## src/rtl/mem_pkg.sv

```systemverilog
// Shared types and defaults for the line-burst memory controller.
package mem_pkg;

    localparam int unsigned AWIDTH_DEF    = 9;
    localparam int unsigned DWIDTH_DEF    = 8;
    localparam int unsigned BLOCKSIZE_DEF = 4;
    localparam int unsigned LATENCY_DEF   = 3;

    localparam logic [3:0] BEAT_IDLE = 4'd0;
    localparam logic [3:0] BEAT1     = 4'd1;
    localparam logic [3:0] BEAT2     = 4'd2;
    localparam logic [3:0] BEAT3     = 4'd3;
    localparam logic [3:0] BEAT4     = 4'd4;

    typedef enum logic [2:0] {
        IDLE      = 3'd0,
        RD_WAIT   = 3'd1,
        RD_BURST  = 3'd2,
        WR_BURST  = 3'd3,
        WR_COMMIT = 3'd4
    } state_t;

endpackage

```

## src/rtl/mem_array.sv

```systemverilog
// Single-port byte array: synchronous write, synchronous read with a held read register.
module mem_array
    import mem_pkg::*;
#(
    parameter int unsigned AWIDTH = AWIDTH_DEF,
    parameter int unsigned DWIDTH = DWIDTH_DEF
) (
    input  logic              clock,
    input  logic              reset,
    input  logic [AWIDTH-1:0] addr,
    input  logic              we,
    input  logic [DWIDTH-1:0] wdata,
    input  logic              re,
    output logic [DWIDTH-1:0] rdata
);

    logic [DWIDTH-1:0] mem [2**AWIDTH];

    // Storage is deliberately not reset so contents survive a controller reset.
    always_ff @(posedge clock) begin
        if (we) begin
            mem[addr] <= wdata;
        end
    end

    always_ff @(posedge clock) begin
        if (reset) begin
            rdata <= '0;
        end else if (re) begin
            rdata <= mem[addr];
        end
    end

endmodule

```

## src/rtl/mem_ctrl.sv

```systemverilog
// Line-burst controller: beat-indexed read/write bursts onto a single-port array.
module mem_ctrl
    import mem_pkg::*;
#(
    parameter int unsigned AWIDTH    = AWIDTH_DEF,
    parameter int unsigned DWIDTH    = DWIDTH_DEF,
    parameter int unsigned BLOCKSIZE = BLOCKSIZE_DEF,
    parameter int unsigned LATENCY   = LATENCY_DEF
) (
    input  logic              clock,
    input  logic              reset,
    input  logic [AWIDTH-1:0] addr_mem,
    input  logic [3:0]        rd_mem,
    input  logic [3:0]        wr_mem,
    input  logic [DWIDTH-1:0] wmem_byte,
    output logic [DWIDTH-1:0] rdata_mem,
    output logic              rvalid_mem,
    output logic              ready_mem,
    output logic              proto_err
);

    localparam logic [3:0] LAT4     = 4'(LATENCY);
    localparam logic [1:0] LAST_OFS = 2'(BLOCKSIZE - 1);

    state_t            state;
    logic [AWIDTH-3:0] line_q;
    logic [1:0]        offset_q;
    logic [3:0]        cnt_q;

    logic              rd_start, wr_start, beat_hit;
    logic [AWIDTH-1:0] arr_addr;
    logic              arr_we, arr_re;
    logic              unused_addr_bits;

    assign unused_addr_bits = ^addr_mem[1:0];
    assign rd_start  = (rd_mem == BEAT1) && (wr_mem == BEAT_IDLE);
    assign wr_start  = (wr_mem == BEAT1) && (rd_mem == BEAT_IDLE);
    // offset_q holds the index of the next byte, so the expected beat is offset_q + 1.
    assign beat_hit  = (wr_mem == ({2'b00, offset_q} + 4'd1));
    assign ready_mem = (state == IDLE);

    always_comb begin
        arr_addr = {line_q, offset_q};
        arr_we   = 1'b0;
        arr_re   = (state == RD_BURST);
        if (state == IDLE) begin
            arr_addr = {addr_mem[AWIDTH-1:2], 2'b00};
            arr_we   = wr_start;
        end else if (state == WR_BURST) begin
            arr_we = beat_hit;
        end
        // A beat coinciding with reset is aborted, not written.
        if (reset) begin
            arr_we = 1'b0;
        end
    end

    always_ff @(posedge clock) begin
        if (reset) begin
            state      <= IDLE;
            line_q     <= '0;
            offset_q   <= '0;
            cnt_q      <= '0;
            rvalid_mem <= 1'b0;
            proto_err  <= 1'b0;
        end else begin
            rvalid_mem <= (state == RD_BURST);
            unique case (state)
                IDLE: begin
                    offset_q <= '0;
                    if (rd_start) begin
                        line_q <= addr_mem[AWIDTH-1:2];
                        cnt_q  <= LAT4;
                        state  <= RD_WAIT;
                    end else if (wr_start) begin
                        line_q   <= addr_mem[AWIDTH-1:2];
                        offset_q <= 2'd1;
                        state    <= WR_BURST;
                    end else if (rd_mem != BEAT_IDLE || wr_mem != BEAT_IDLE) begin
                        proto_err <= 1'b1;
                    end
                end
                RD_WAIT: begin
                    cnt_q <= cnt_q - 4'd1;
                    if (cnt_q == 4'd1) begin
                        state <= RD_BURST;
                    end
                end
                RD_BURST: begin
                    offset_q <= offset_q + 2'd1;
                    if (offset_q == LAST_OFS) begin
                        state <= IDLE;
                    end
                end
                WR_BURST: begin
                    if (beat_hit) begin
                        offset_q <= offset_q + 2'd1;
                        if (offset_q == LAST_OFS) begin
                            cnt_q <= LAT4;
                            state <= WR_COMMIT;
                        end
                    end else if (wr_mem != BEAT_IDLE) begin
                        proto_err <= 1'b1;
                    end
                end
                WR_COMMIT: begin
                    cnt_q <= cnt_q - 4'd1;
                    if (cnt_q == 4'd1) begin
                        state <= IDLE;
                    end
                end
                default: state <= IDLE;
            endcase
        end
    end

    mem_array #(
        .AWIDTH(AWIDTH),
        .DWIDTH(DWIDTH)
    ) u_array (
        .clock(clock),
        .reset(reset),
        .addr (arr_addr),
        .we   (arr_we),
        .wdata(wmem_byte),
        .re   (arr_re),
        .rdata(rdata_mem)
    );

endmodule

```

## config.mk

```make
export PLATFORM = sky130hd
export DESIGN_NAME = mem_ctrl
export DESIGN_NICKNAME = d
export VERILOG_FILES = /design/src/rtl/mem_pkg.sv /design/src/rtl/mem_array.sv /design/src/rtl/mem_ctrl.sv
export SDC_FILE = /design/constraint.sdc
export NUM_CORES = 2
export LEC_CHECK = 0
export CAP_MARGIN = 20
export CORE_AREA = 2 2 636 638
export CTS_CLUSTER_DIAMETER = 50
export CTS_CLUSTER_SIZE = 12
export DETAILED_ROUTE_END_ITERATION = 8
export DIE_AREA = 0 0 638 640
export PLACE_DENSITY_LB_ADDON = 0.15
export SLEW_MARGIN = 20
export SYNTH_ARGS = -nofsm -noshare
export SYNTH_HDL_FRONTEND = slang
export SYNTH_HIERARCHICAL = 1
export SYNTH_SLANG_ARGS = --single-unit
```

## constraint.sdc

```tcl
create_clock -name clock -period 4.5 [get_ports clock]
set_input_delay 0.45 -clock clock [delete_from_list [all_inputs] [get_ports clock]]
set_output_delay 0.45 -clock clock [all_outputs]
set_load 0.01 [all_outputs]
```

==> implementation parameters <==
Parameter                              Value

Logic synthesis
  Synthesis warning total ... 6
  Area of the mapped netlist ... 159800 um^2
  Portion of the post-synthesis area used by sequential elements ... 0.7728
  Number of different library cells in the post-synthesis netlist ... 69
  Post-Syn Nets ... roughly 7200
  Total of flip-flops plus latches after synthesis ... 4122
  Async set-or-reset flop fraction in the synthesized netlist ... 0
  Count of flip-flops with a built-in enable after synthesis ... slightly above 4000
  Synthesized netlist cell count ... 7219
  Average cell area after synthesis ... 22.14 um^2
  Top FF cell, synth ... sky130_fd_sc_hd__edfxtp_1

Power
  Fraction of power spent switching nets ... 0.2080
  Cell-internal power ... ~64 mW
  Static leakage ... approximately 59 nW
  Flop pwr share ... 0.522
  Worst vdd ir ... between 0.3 and 0.4 mV
  Combinational fraction of design power ... 0.025
  Total power per unit cell area ... ~430 nW/um^2
  Clk network pwr share ... 0.454
  Net Sw Power ... approximately 17 mW

STA
  Setup slack of the critical path after layout ... about 0.019 ns
  Hold violation total from the final report ... 0
  Relative slew slack ... 0.2336
  Slew at the pin with the worst max-slew slack ... between 1 and 1.5 ns
  Share of the clock period used by the worst path after layout ... 0.9959
  Number of max-slew violations in the final report ... 0
  Final setup vio count ... 0
  RSZ-0062 raised after global routing ... false
  Max frequency ... 223.1 MHz
  Worst Skew ... just under 0.08 ns
  Final min period ... between 4 and 5 ns

Placement
  Final GP Congestion ... about 0.87
  Post-placement setup slack ... -0.5360 ns
  DP Area ... around 170000 um^2
  Sum of net half-perimeters after detailed placement ... around 300000 um
  IO buf count ... 35

Final layout
  Ratio of cells with drive above 1 in the final layout ... 0.3333
  Area growth syn-to-layout ... 18.09%
  Most used cells in the layout excluding fill and tap cells ... sky130_fd_sc_hd__edfxtp_1, sky130_fd_sc_hd__mux4_2, sky130_fd_sc_hd__buf_4, sky130_fd_sc_hd__nor2_1, sky130_fd_sc_hd__clkbuf_16
  Total number of nets in the final design ... roughly 8300
  Commonest non-fill, non-tap cell in the layout ... sky130_fd_sc_hd__edfxtp_1
  Number of fillers in the final layout ... roughly 33000
  Design area ... approximately 190000 um^2

Clocking
  TritonCTS clock tree ... done
  Clock buffers created by TritonCTS ... 455
  Number of buffers between clock root and the deepest sink ... 4
  Clk Latency, worst-skew pair ... 1.02 ns
  Clock Pin Slew Worst Setup and Hold Paths ... approximately 0.06 ns
  Number of H-tree branching levels ... 5
  Buffer cell driving the clock tree root ... sky130_fd_sc_hd__clkbuf_16
  Clock tree sinks ... around 4100

Detailed routing
  Remaining design rule violation count ... 0
  Final antenna-violating net count ... 0
  Wire length per cell after detailed routing ... between 30 and 40 um
  Drt pass-1 iters ... 5
  Total Wirelength ... about 460000 um
  Routed via count divided by cell count ... between 5 and 6
  DRT iter0 DRCs ... 10100
  Vias after detailed routing ... approximately 80000

Critical path
  Buffer and inverter count on the worst path ... 3
  Endpoint kind of the worst setup timing path ... register
  Most Frequent Cell on Critical Path ... sky130_fd_sc_hd__buf_4
  Setup CP Type ... register to register
  Required time at the endpoint of the critical path ... approximately 5.4 ns
  Critical path's largest stage delay ... approximately 0.65 ns
  Element type at the critical path start ... register
  Critical path's slowest cell ... sky130_fd_sc_hd__mux2i_1
  CP arrival ... ~5.4 ns
  Cell family contributing the most delay on the critical path ... multiplexers
  CP Cell Sequence ... nor3_2 -> buf_4 -> mux2_8 -> buf_4 -> mux4_2 -> mux2i_1 -> o22ai_1 -> o21ai_1 -> buf_4 -> and4_1 -> a311oi_1
  Maximum net fanout on the critical path ... 25

GRT
  Global-route congestion overflow total ... 0
  Vias in the first global route ... between 80000 and 90000
  Wire length of the first global-routing pass ... around 650000 um
  Number of antenna violations at the first check in global routing ... 31
  Total routing resource utilization after global routing ... 0.2252
  Largest net degree at the start of global routing ... roughly 160

Die
  Area of the core ... about 400000 um^2
  Placement Rows ... between 200 and 250
  Die area ... a little over 400000 um^2
  Die boundary width ... about 640 um
  IO Count ... 38
  Effective utilization at floorplan ... 0.3981
  Die Y ... ~640 um

Outcome
  Run status ... finished clean

Flow run
  Max-cap violations ... 0

Worst hold path
  Min-Delay Path Class ... primary input to register
## cells in the mapped netlist, types with 20 or more instances
| library cell | count | area (um^2) |
|---|---|---|
| sky130_fd_sc_hd__a21oi_1 | 54 | 270.3 |
| sky130_fd_sc_hd__a22oi_1 | 137 | 1028 |
| sky130_fd_sc_hd__buf_1 | 43 | 161.4 |
| sky130_fd_sc_hd__buf_2 | 128 | 640.6 |
| sky130_fd_sc_hd__buf_4 | 77 | 578.1 |
| sky130_fd_sc_hd__clkbuf_1 | 181 | 679.4 |
| sky130_fd_sc_hd__dfxtp_1 | 26 | 520.5 |
| sky130_fd_sc_hd__edfxtp_1 | 4096 | 123000 |
| sky130_fd_sc_hd__mux2_2 | 31 | 349.1 |
| sky130_fd_sc_hd__mux2i_1 | 254 | 2542 |
| sky130_fd_sc_hd__mux4_2 | 1100 | 24770 |
| sky130_fd_sc_hd__nand2_1 | 103 | 386.6 |
| sky130_fd_sc_hd__nand3_1 | 113 | 565.5 |
| sky130_fd_sc_hd__nand4_1 | 39 | 244.0 |
| sky130_fd_sc_hd__nor2_1 | 564 | 2117 |
| sky130_fd_sc_hd__nor2b_1 | 25 | 156.4 |
| sky130_fd_sc_hd__o21ai_0 | 20 | 100.1 |
| sky130_fd_sc_hd__o22ai_1 | 20 | 125.1 |
## timing repair
item | 4_1_cts | 5_1_grt
gates cloned | 0 | 0
pin swaps | 2 | 1
hold buffers | 6 | 0
endpoints found under the setup margin | 4 | 2
endpoints found under the hold margin | 278 | 0
setup buffers | 2 | 0
resized for setup | 5 | 3
## tightest hold or removal path, cell delays in order
cell,delay [ns]
sky130_fd_sc_hd__clkdlybuf4s50_1,0.44
sky130_fd_sc_hd__mux2i_1,0.14
sky130_fd_sc_hd__nor2_1,0.05
## through the flow
stage | util | TNS [ns] | instances | power [mW] | hold WS, ns
floorplan | - | 0 | 7219 | 43.55 | 0.4498
global placement | 0.4334 | -1.101 | 13130 | 44.96 | 0.4634
detailed placement | 0.4334 | -0.8985 | 13130 | 45.01 | 0.4869
CTS | 0.4701 | 0 | 13890 | 81.71 | 0.003247
global route | 0.4701 | 0 | 13890 | 83.14 | 0.1064
finish | 0.4702 | 0 | 13900 | 80.91 | 0.1206
## routing by layer
metal,up-vias,GRT usage,routed length [um]
li1,32570,-,-
met1,43630,0.3150,192600
met2,3160,0.3632,221800
met3,669,0.03829,34060
met4,4,0.06845,15420
met5,-,0,26
## state kept, by name (all words and copies together) (netlist names)
signal / cells
proto_err: 1
rvalid_mem: 1
u_array/mem: 4096
u_array/rdata: 8
cnt_q: 4
offset_q: 2
state: 3
line_q: 7
## final cells by class
class | instances | area, um^2 | share of cell area
Antenna cell | 6 | 15.01 | 0.00007955
Clock buffer | 512 | 11620 | 0.06157
Clock inverter | 243 | 3028 | 0.01604
Inverter | 6 | 22.52 | 0.0001193
Multi-Input combinational cell | 2646 | 34370 | 0.1821
Sequential cell | 4122 | 123500 | 0.6544
Tap cell | 5287 | 6615 | 0.03505
Timing Repair Buffer | 1075 | 9552 | 0.05061
## power groups by stage
stage          clock network, mW  registers [mW]  logic, mW
2_1_floorplan                  0            43.0      0.533
3_3_place_gp                   0            43.0       1.95
3_5_place_dp                   0            43.0       2.00
4_1_cts                     37.5            42.2       2.01
5_1_grt                     38.9            42.2       2.08
6_report                    36.7            42.2       2.00
## kinds of logic (layout without fill, tap and decap cells)
family | Yosys count | count (layout) | share of synthesized area
multiplexers | 1385 | 1385 | 0.1731
flip-flops | 4122 | 4122 | 0.7728
AO/OA/AOI/OAI | 318 | 318 | 0.01398
XOR/XNOR | 5 | 5 | 0.0002740
other | 0 | 6 | 0
adder cells (fa/ha/maj) | 3 | 3 | 0.0002349
AND/OR/NAND/NOR | 935 | 935 | 0.02544
buffers and inverters | 451 | 1836 | 0.01415
## path summary, 6_finish.rpt
kind               start          endpoint  slack, ns  cells after the start
max reg2reg     state[1]  u_array/rdata[6]       0.02                     11
max             state[1]  u_array/rdata[6]       0.02                     11
min reg2reg    proto_err         proto_err       0.49                      1
min          addr_mem[4]         line_q[2]       0.12                      3
Power figures use the tool's default switching activity.
